<file path="config.mk">
export PLATFORM = sky130hd
export DESIGN_NAME = cell_glyph
export DESIGN_NICKNAME = d
export VERILOG_FILES = /design/src/rtl/glyph_pkg.sv /design/src/rtl/glyph_shape.sv /design/src/rtl/cell_glyph.sv
export SDC_FILE = /design/constraint.sdc
export NUM_CORES = 1
export LEC_CHECK = 0
export BUFFER_PORTS_ARGS = -buffer_cell sky130_fd_sc_hd__buf_4
export CORE_ASPECT_RATIO = 1.4
export CORE_UTILIZATION = 50
export CTS_CLUSTER_DIAMETER = 120
export DETAILED_ROUTE_END_ITERATION = 10
export PLACE_DENSITY = 0.68
export SYNTH_ARGS = -nofsm -noshare
export SYNTH_HDL_FRONTEND = slang
export SYNTH_SLANG_ARGS = --single-unit
export TNS_END_PERCENT = 30
</file>
<file path="constraint.sdc">
create_clock -name clk -period 3.67 [get_ports clk]
set_input_delay 0.1835 -clock clk [delete_from_list [all_inputs] [get_ports clk]]
set_output_delay 0.1835 -clock clk [all_outputs]
set_load 0.005 [all_outputs]
</file>
<file path="src/rtl/glyph_pkg.sv">
// Shared glyph codes, FSM state encoding and shape constants for the
// cell glyph renderer.
package glyph_pkg;

  typedef enum logic [1:0] {
    GLYPH_NONE   = 2'd0,
    GLYPH_O      = 2'd1,
    GLYPH_X      = 2'd2,
    GLYPH_CURSOR = 2'd3
  } glyph_t;

  typedef enum logic [1:0] {
    ST_IDLE   = 2'd0,
    ST_REVEAL = 2'd1,
    ST_SHOWN  = 2'd2
  } state_t;

  localparam int CURSOR_W = 2;

  function automatic logic is_stroked(input glyph_t g);
    return (g == GLYPH_O) || (g == GLYPH_X);
  endfunction

endpackage

</file>
<file path="src/rtl/glyph_shape.sv">
// Combinational glyph rasteriser: decides whether glyph-relative pixel (h, v)
// is lit for the given shape, ignoring reveal and blink.
module glyph_shape
  import glyph_pkg::*;
#(
  parameter int CW    = 11,
  parameter int SIZE  = 101,
  parameter int THICK = 11
) (
  input  logic [CW-1:0] h_i,
  input  logic [CW-1:0] v_i,
  input  glyph_t        glyph_i,
  output logic          lit_o
);

  localparam logic [CW-1:0] SIZE_C    = CW'(SIZE);
  localparam logic [CW-1:0] THICK_C   = CW'(THICK);
  localparam logic [CW-1:0] FAR_C     = CW'(SIZE - THICK);
  localparam logic [CW-1:0] CUR_W_C   = CW'(CURSOR_W);
  localparam logic [CW-1:0] CUR_FAR_C = CW'(SIZE - CURSOR_W);
  localparam logic [CW:0]   THICK_W_C = (CW+1)'(THICK);
  localparam logic [CW:0]   DIAG_C    = (CW+1)'(SIZE - 1);

  logic          inside_s;
  logic          shape_s;
  logic [CW:0]   diff_s;
  logic [CW:0]   anti_s;
  logic [CW:0]   diff_abs_s;
  logic [CW:0]   anti_abs_s;

  // Shape decode; the diagonals use one extra bit so signed distances survive
  always_comb begin
    inside_s   = (h_i < SIZE_C) && (v_i < SIZE_C);
    diff_s     = {1'b0, h_i} - {1'b0, v_i};
    anti_s     = {1'b0, h_i} + {1'b0, v_i} - DIAG_C;
    diff_abs_s = diff_s[CW] ? (~diff_s + (CW+1)'(1)) : diff_s;
    anti_abs_s = anti_s[CW] ? (~anti_s + (CW+1)'(1)) : anti_s;
    case (glyph_i)
      GLYPH_O:      shape_s = (h_i < THICK_C) || (h_i >= FAR_C) ||
                              (v_i < THICK_C) || (v_i >= FAR_C);
      GLYPH_X:      shape_s = (diff_abs_s < THICK_W_C) || (anti_abs_s < THICK_W_C);
      GLYPH_CURSOR: shape_s = (h_i < CUR_W_C) || (h_i >= CUR_FAR_C) ||
                              (v_i < CUR_W_C) || (v_i >= CUR_FAR_C);
      default:      shape_s = 1'b0;
    endcase
    lit_o = inside_s && shape_s;
  end

endmodule

</file>
<file path="src/rtl/cell_glyph.sv">
// Per-cell glyph renderer: frame-synchronous reveal/blink FSM feeding a
// two-stage pixel pipeline (offset subtract, then shape and mask).
module cell_glyph
  import glyph_pkg::*;
#(
  parameter int CW        = 11,
  parameter int SIZE      = 101,
  parameter int THICK     = 11,
  parameter int HOFF      = 59,
  parameter int VOFF      = 20,
  parameter int REVEAL_FR = 8,
  parameter int BLINK_FR  = 16
) (
  input  logic          clk,
  input  logic          rst_n,
  input  logic [CW-1:0] hcount,
  input  logic [CW-1:0] vcount,
  input  logic [CW-1:0] hmin,
  input  logic [CW-1:0] vmin,
  input  logic          frame_start,
  input  logic [1:0]    glyph,
  input  logic          win,
  output logic          out,
  output logic          busy
);

  localparam int RW = $clog2(REVEAL_FR + 1);
  localparam int BW = (BLINK_FR > 1) ? $clog2(BLINK_FR) : 1;

  localparam logic [CW-1:0] HOFF_C = CW'(HOFF);
  localparam logic [CW-1:0] VOFF_C = CW'(VOFF);
  localparam logic [CW-1:0] SIZE_C = CW'(SIZE);
  localparam logic [CW-1:0] QSTEP  = CW'(SIZE / REVEAL_FR);
  localparam logic [CW-1:0] RSTEP  = CW'(SIZE % REVEAL_FR);
  localparam logic [CW:0]   RDIV   = (CW+1)'(REVEAL_FR);
  localparam logic [RW-1:0] RLAST  = RW'(REVEAL_FR);
  localparam logic [BW-1:0] BLAST  = BW'(BLINK_FR - 1);

  state_t        state_q, state_d;
  glyph_t        glyph_q, glyph_d;
  logic          win_q, win_d;
  logic [RW-1:0] rcnt_q, rcnt_d;
  logic [CW-1:0] quo_q, quo_d;
  logic [CW-1:0] rem_q, rem_d;
  logic [BW-1:0] bcnt_q, bcnt_d;
  logic          blank_q, blank_d;
  glyph_t        glyph_in_s;
  logic [CW:0]   rem_sum_s;

  logic [CW-1:0] h1_q, h1_d;
  logic [CW-1:0] v1_q, v1_d;
  logic [CW-1:0] lim1_q, lim1_d;
  glyph_t        g1_q, g1_d;
  logic          out_q, out_d;
  logic          lit_s;

  // Frame-rate state: FSM, reveal count with its quotient/remainder accumulator, blink
  always_ff @(posedge clk or negedge rst_n) begin
    if (!rst_n) begin
      state_q <= ST_IDLE;
      glyph_q <= GLYPH_NONE;
      win_q   <= 1'b0;
      rcnt_q  <= '0;
      quo_q   <= '0;
      rem_q   <= '0;
      bcnt_q  <= '0;
      blank_q <= 1'b0;
    end else begin
      state_q <= state_d;
      glyph_q <= glyph_d;
      win_q   <= win_d;
      rcnt_q  <= rcnt_d;
      quo_q   <= quo_d;
      rem_q   <= rem_d;
      bcnt_q  <= bcnt_d;
      blank_q <= blank_d;
    end
  end

  // Next-state logic; {quo,rem} tracks rcnt*SIZE/REVEAL_FR so no divider is needed
  always_comb begin
    state_d    = state_q;
    glyph_d    = glyph_q;
    win_d      = win_q;
    rcnt_d     = rcnt_q;
    quo_d      = quo_q;
    rem_d      = rem_q;
    bcnt_d     = bcnt_q;
    blank_d    = blank_q;
    glyph_in_s = glyph_t'(glyph);
    rem_sum_s  = {1'b0, rem_q} + {1'b0, RSTEP};
    if (frame_start) begin
      glyph_d = glyph_in_s;
      win_d   = win;
      if (glyph_in_s == GLYPH_NONE) begin
        state_d = ST_IDLE;
        rcnt_d  = '0;
        quo_d   = '0;
        rem_d   = '0;
        bcnt_d  = '0;
        blank_d = 1'b0;
      end else if ((state_q == ST_IDLE) || (glyph_in_s != glyph_q)) begin
        bcnt_d  = '0;
        blank_d = 1'b0;
        if (is_stroked(glyph_in_s)) begin
          state_d = (REVEAL_FR > 1) ? ST_REVEAL : ST_SHOWN;
          rcnt_d  = RW'(1);
          quo_d   = QSTEP;
          rem_d   = RSTEP;
        end else begin
          state_d = ST_SHOWN;
          rcnt_d  = '0;
          quo_d   = '0;
          rem_d   = '0;
        end
      end else begin
        case (state_q)
          ST_REVEAL: begin
            rcnt_d = rcnt_q + RW'(1);
            if (rem_sum_s >= RDIV) begin
              rem_d = CW'(rem_sum_s - RDIV);
              quo_d = quo_q + QSTEP + CW'(1);
            end else begin
              rem_d = rem_sum_s[CW-1:0];
              quo_d = quo_q + QSTEP;
            end
            if ((rcnt_q + RW'(1)) >= RLAST) begin
              state_d = ST_SHOWN;
            end else begin
              state_d = ST_REVEAL;
            end
          end
          ST_SHOWN: begin
            if (!win) begin
              bcnt_d  = '0;
              blank_d = 1'b0;
            end else if (bcnt_q == BLAST) begin
              bcnt_d  = '0;
              blank_d = !blank_q;
            end else begin
              bcnt_d  = bcnt_q + BW'(1);
            end
          end
          default: state_d = ST_IDLE;
        endcase
      end
    end else begin
      state_d = state_q;
    end
  end

  // Status output
  always_comb begin
    busy = (state_q == ST_REVEAL);
    out  = out_q;
  end

  // Stage 1 inputs; control context travels with the pixel so it sees pre-update state
  always_comb begin
    h1_d = hcount - hmin - HOFF_C;
    v1_d = vcount - vmin - VOFF_C;
    if (state_q == ST_REVEAL) begin
      lim1_d = quo_q + {{(CW-1){1'b0}}, (rem_q != '0)};
    end else begin
      lim1_d = SIZE_C;
    end
    if (blank_q && win_q) begin
      g1_d = GLYPH_NONE;
    end else begin
      g1_d = glyph_q;
    end
  end

  glyph_shape #(
    .CW   (CW),
    .SIZE (SIZE),
    .THICK(THICK)
  ) u_shape (
    .h_i    (h1_q),
    .v_i    (v1_q),
    .glyph_i(g1_q),
    .lit_o  (lit_s)
  );

  // Stage 2 result: shape gated by the reveal line limit
  always_comb begin
    out_d = lit_s && (v1_q < lim1_q);
  end

  // Pixel pipeline registers
  always_ff @(posedge clk or negedge rst_n) begin
    if (!rst_n) begin
      h1_q   <= '0;
      v1_q   <= '0;
      lim1_q <= '0;
      g1_q   <= GLYPH_NONE;
      out_q  <= 1'b0;
    end else begin
      h1_q   <= h1_d;
      v1_q   <= v1_d;
      lim1_q <= lim1_d;
      g1_q   <= g1_d;
      out_q  <= out_d;
    end
  end

endmodule

</file>
==> metrics <==
Hold Fails Final Rpt 11; Leakage 3.66 nW; sequential fraction of the synthesis area 0.266; failing checks hold timing; DPL Wire Length 13500 um; distinct cell type count after synthesis 71; row cnt 50; Setup TNS Final 0 ns; root buf cell clkbuf_16; most frequent cells in the layout inv_1, ha_1, dfrtp_1, o21ai_0, buf_4; GR Layer Usage met2 0.497; # fillers 1215; VDD IR-drop max 0.000331 V; Clock Sinks 72; H-tree depth 3; Final Worst Setup Slack 0.221 ns; Max FO, Critical Path 5; Slew @ Worst Pin 0.929 ns; first-pass GRT wire length 28000 um; Yosys top cell area share 0.266; WS Path Type flip-flop to flip-flop; Inserted Diodes 0; final setup vio count 0; worst min path class primary input to async pin; share of layout cells above drive strength 1 0.102; Mapped Nets 976; Slew headroom 0.381; Residual DRC 0; GRT met1 Usage 0.251; xor/xnor share of the synthesized area 0.0763; Post-Place Worst Slack 0.204 ns; Total Wirelength 16900 um; Async SR Flop Fraction 1.00; hold buffer count at cts 0; Startpoint Class flip-flop; initial antenna violation count 0; synthesized instance count 832; unrepaired setup endpoints after global routing false; Starting Density 0.509; clock tree buffer depth 2; largest net degree at the start of global routing 73; max-slew violations 0; Die ar. 0.0140 mm^2; Synth Cell Area 0.00678 mm^2; Data arrival, critical path 3.66 ns; Synth Area in Simple Gates 0.172; min cycle time layout 3.45 ns; PwrDens 646 mW/mm^2; Clock Skews 0.00908 ns; worst-skew pair later-pin latency 0.33 ns; GR Overflow Total 0; CP Data Required Time 3.89 ns; NumNets Final 1027; clock slew at reported path FFs 0.06 ns; vias in the first global route 6217; PortBufs 51; crit share post-route 0.940; Synth Area in Compound Gates 0.209; status finished, violations left; Core Area 0.0133 mm^2; Post-Synth Adder-Cell Area 0.177; DR vias/cell 5.75; commonest non-fill, non-tap cell in the layout inv_1; Detailed Routing Iterations Pass 1 5; multiplexer share of the synthesized area 0.0170; worst hold slack -0.0136 ns; GP Congestion 0.957; Max-cap violations 0; CTS tree built; top post-synthesis cells by area dfrtp_1, ha_1, inv_1; Num CTS Buffers 9; largest family of logic cells by synthesized area compound AO/OA/AOI/OAI gates; Yosys Warn Count 0; Vias 6157; top_reg_cell synth dfrtp_1; Post-Syn Area per Cell 8.14 um^2; Most Crowded Layer GR met2; M3 GR Usage 0.0306; Util after Layout 0.578; number of routed nets with antenna violations 0; IO Pins 52; Reg2Reg Setup Slack 0.22 ns; wire length per cell 15.8 um; die height 140 um; GRT Total Usage 0.250; EDFF count, synth 0; max frequency 0.290 GHz; DR iter-0 viols 180; Critical Path End Type flip-flop; Die W 100 um; dominant cell type by area after synthesis dfrtp_1; total chip power 4.97 mW; synthesis-stage register bit count 72; Area Overhead vs Synth 13.6%
-- flip-flops by register name (all words and copies together) (netlist names) --
signal and flops:
bcnt_q 4, blank_q 1, g1_q 2, glyph_q 2, h1_q 11, lim1_q 11, out 1, quo_q 11
rcnt_q 4, rem_q 11, state_q 2, v1_q 11, win_q 1
-- worst max-delay path: stages, from the launching register on --
cell	delay, ns
dfrtp_1	0.41
inv_1	0.10
ha_1	0.32
inv_1	0.06
ha_1	0.33
a21boi_0	0.15
o21ai_0	0.36
a211o_1	0.20
nand4_1	0.20
and4_1	0.27
a311o_1	0.33
o211a_1	0.13
nor4b_1	0.14
o311a_1	0.33
-- power breakdown --
part           switching (mW)  internal, mW  leakage (nW)
Combinational            1.80          1.27          2.60
Clock                   0.319         0.564         0.143
Sequential              0.131         0.898         0.916
Total                    2.25          2.73          3.66
-- per-layer routing --
layer / vias to the layer above / share of wire
met5: - / 0
met4: 0 / 0.028
met2: 124 / 0.57
met1: 2977 / 0.38
met3: 38 / 0.022
li1: 3018 / -
-- through the flow --
stage          std cells  area, um^2
2_1_floorplan        832        6780
3_3_place_gp        1054        7370
3_5_place_dp        1054        7370
4_1_cts             1070        7670
5_1_grt             1070        7700
6_report            1070        7700
-- kinds of logic after synthesis --
family | Yosys count
buf+inv | 148
simple gates | 229
compound gates | 219
mux | 11
flops | 72
xor+xnor | 59
fa+ha+maj | 94
-- repair_timing --
item / in CTS / in global routing
buffers inserted: 0 / 0
setup endpoints to repair: 0 / 1
resized for setup: 0 / 5
hold endpoints to repair: 0 / 0
-- area by class of cell --
class | instances | area (um^2) | area share
Multi-Input combinational cell | 612 | 4430 | 0.576
Sequential cell | 72 | 1800 | 0.234
Inverter | 128 | 480 | 0.0624
Timing Repair Buffer | 60 | 450 | 0.0585
Clock buffer | 14 | 264 | 0.0343
Tap cell | 182 | 228 | 0.0296
Clock inverter | 2 | 37.5 | 0.00488
-- cells in the mapped netlist, types with 15 or more instances --
library cell  number
inv_1            128
ha_1              91
dfrtp_1           72
o21ai_0           63
nor2_1            53
nand2_1           50
a21oi_1           49
xnor2_1           38
nand3_1           21
xor2_1            21
nor3_1            18
nand2b_1          17
nand4_1           16
clkbuf_1          15
-- final timing paths --
kind	from	endpoint	depth (start not counted)
setup / recovery	v1_q[5]	out	13
hold / removal	rst_n	rem_q[10]	1
setup reg to reg	v1_q[5]	out	13
hold reg to reg	win_q	g1_q[1]	1
max in group asynchronous	rst_n	win_q	1
min in group clk	hcount[0]	h1_q[0]	2
No activity file was read; power rests on OpenSTA's default activity.
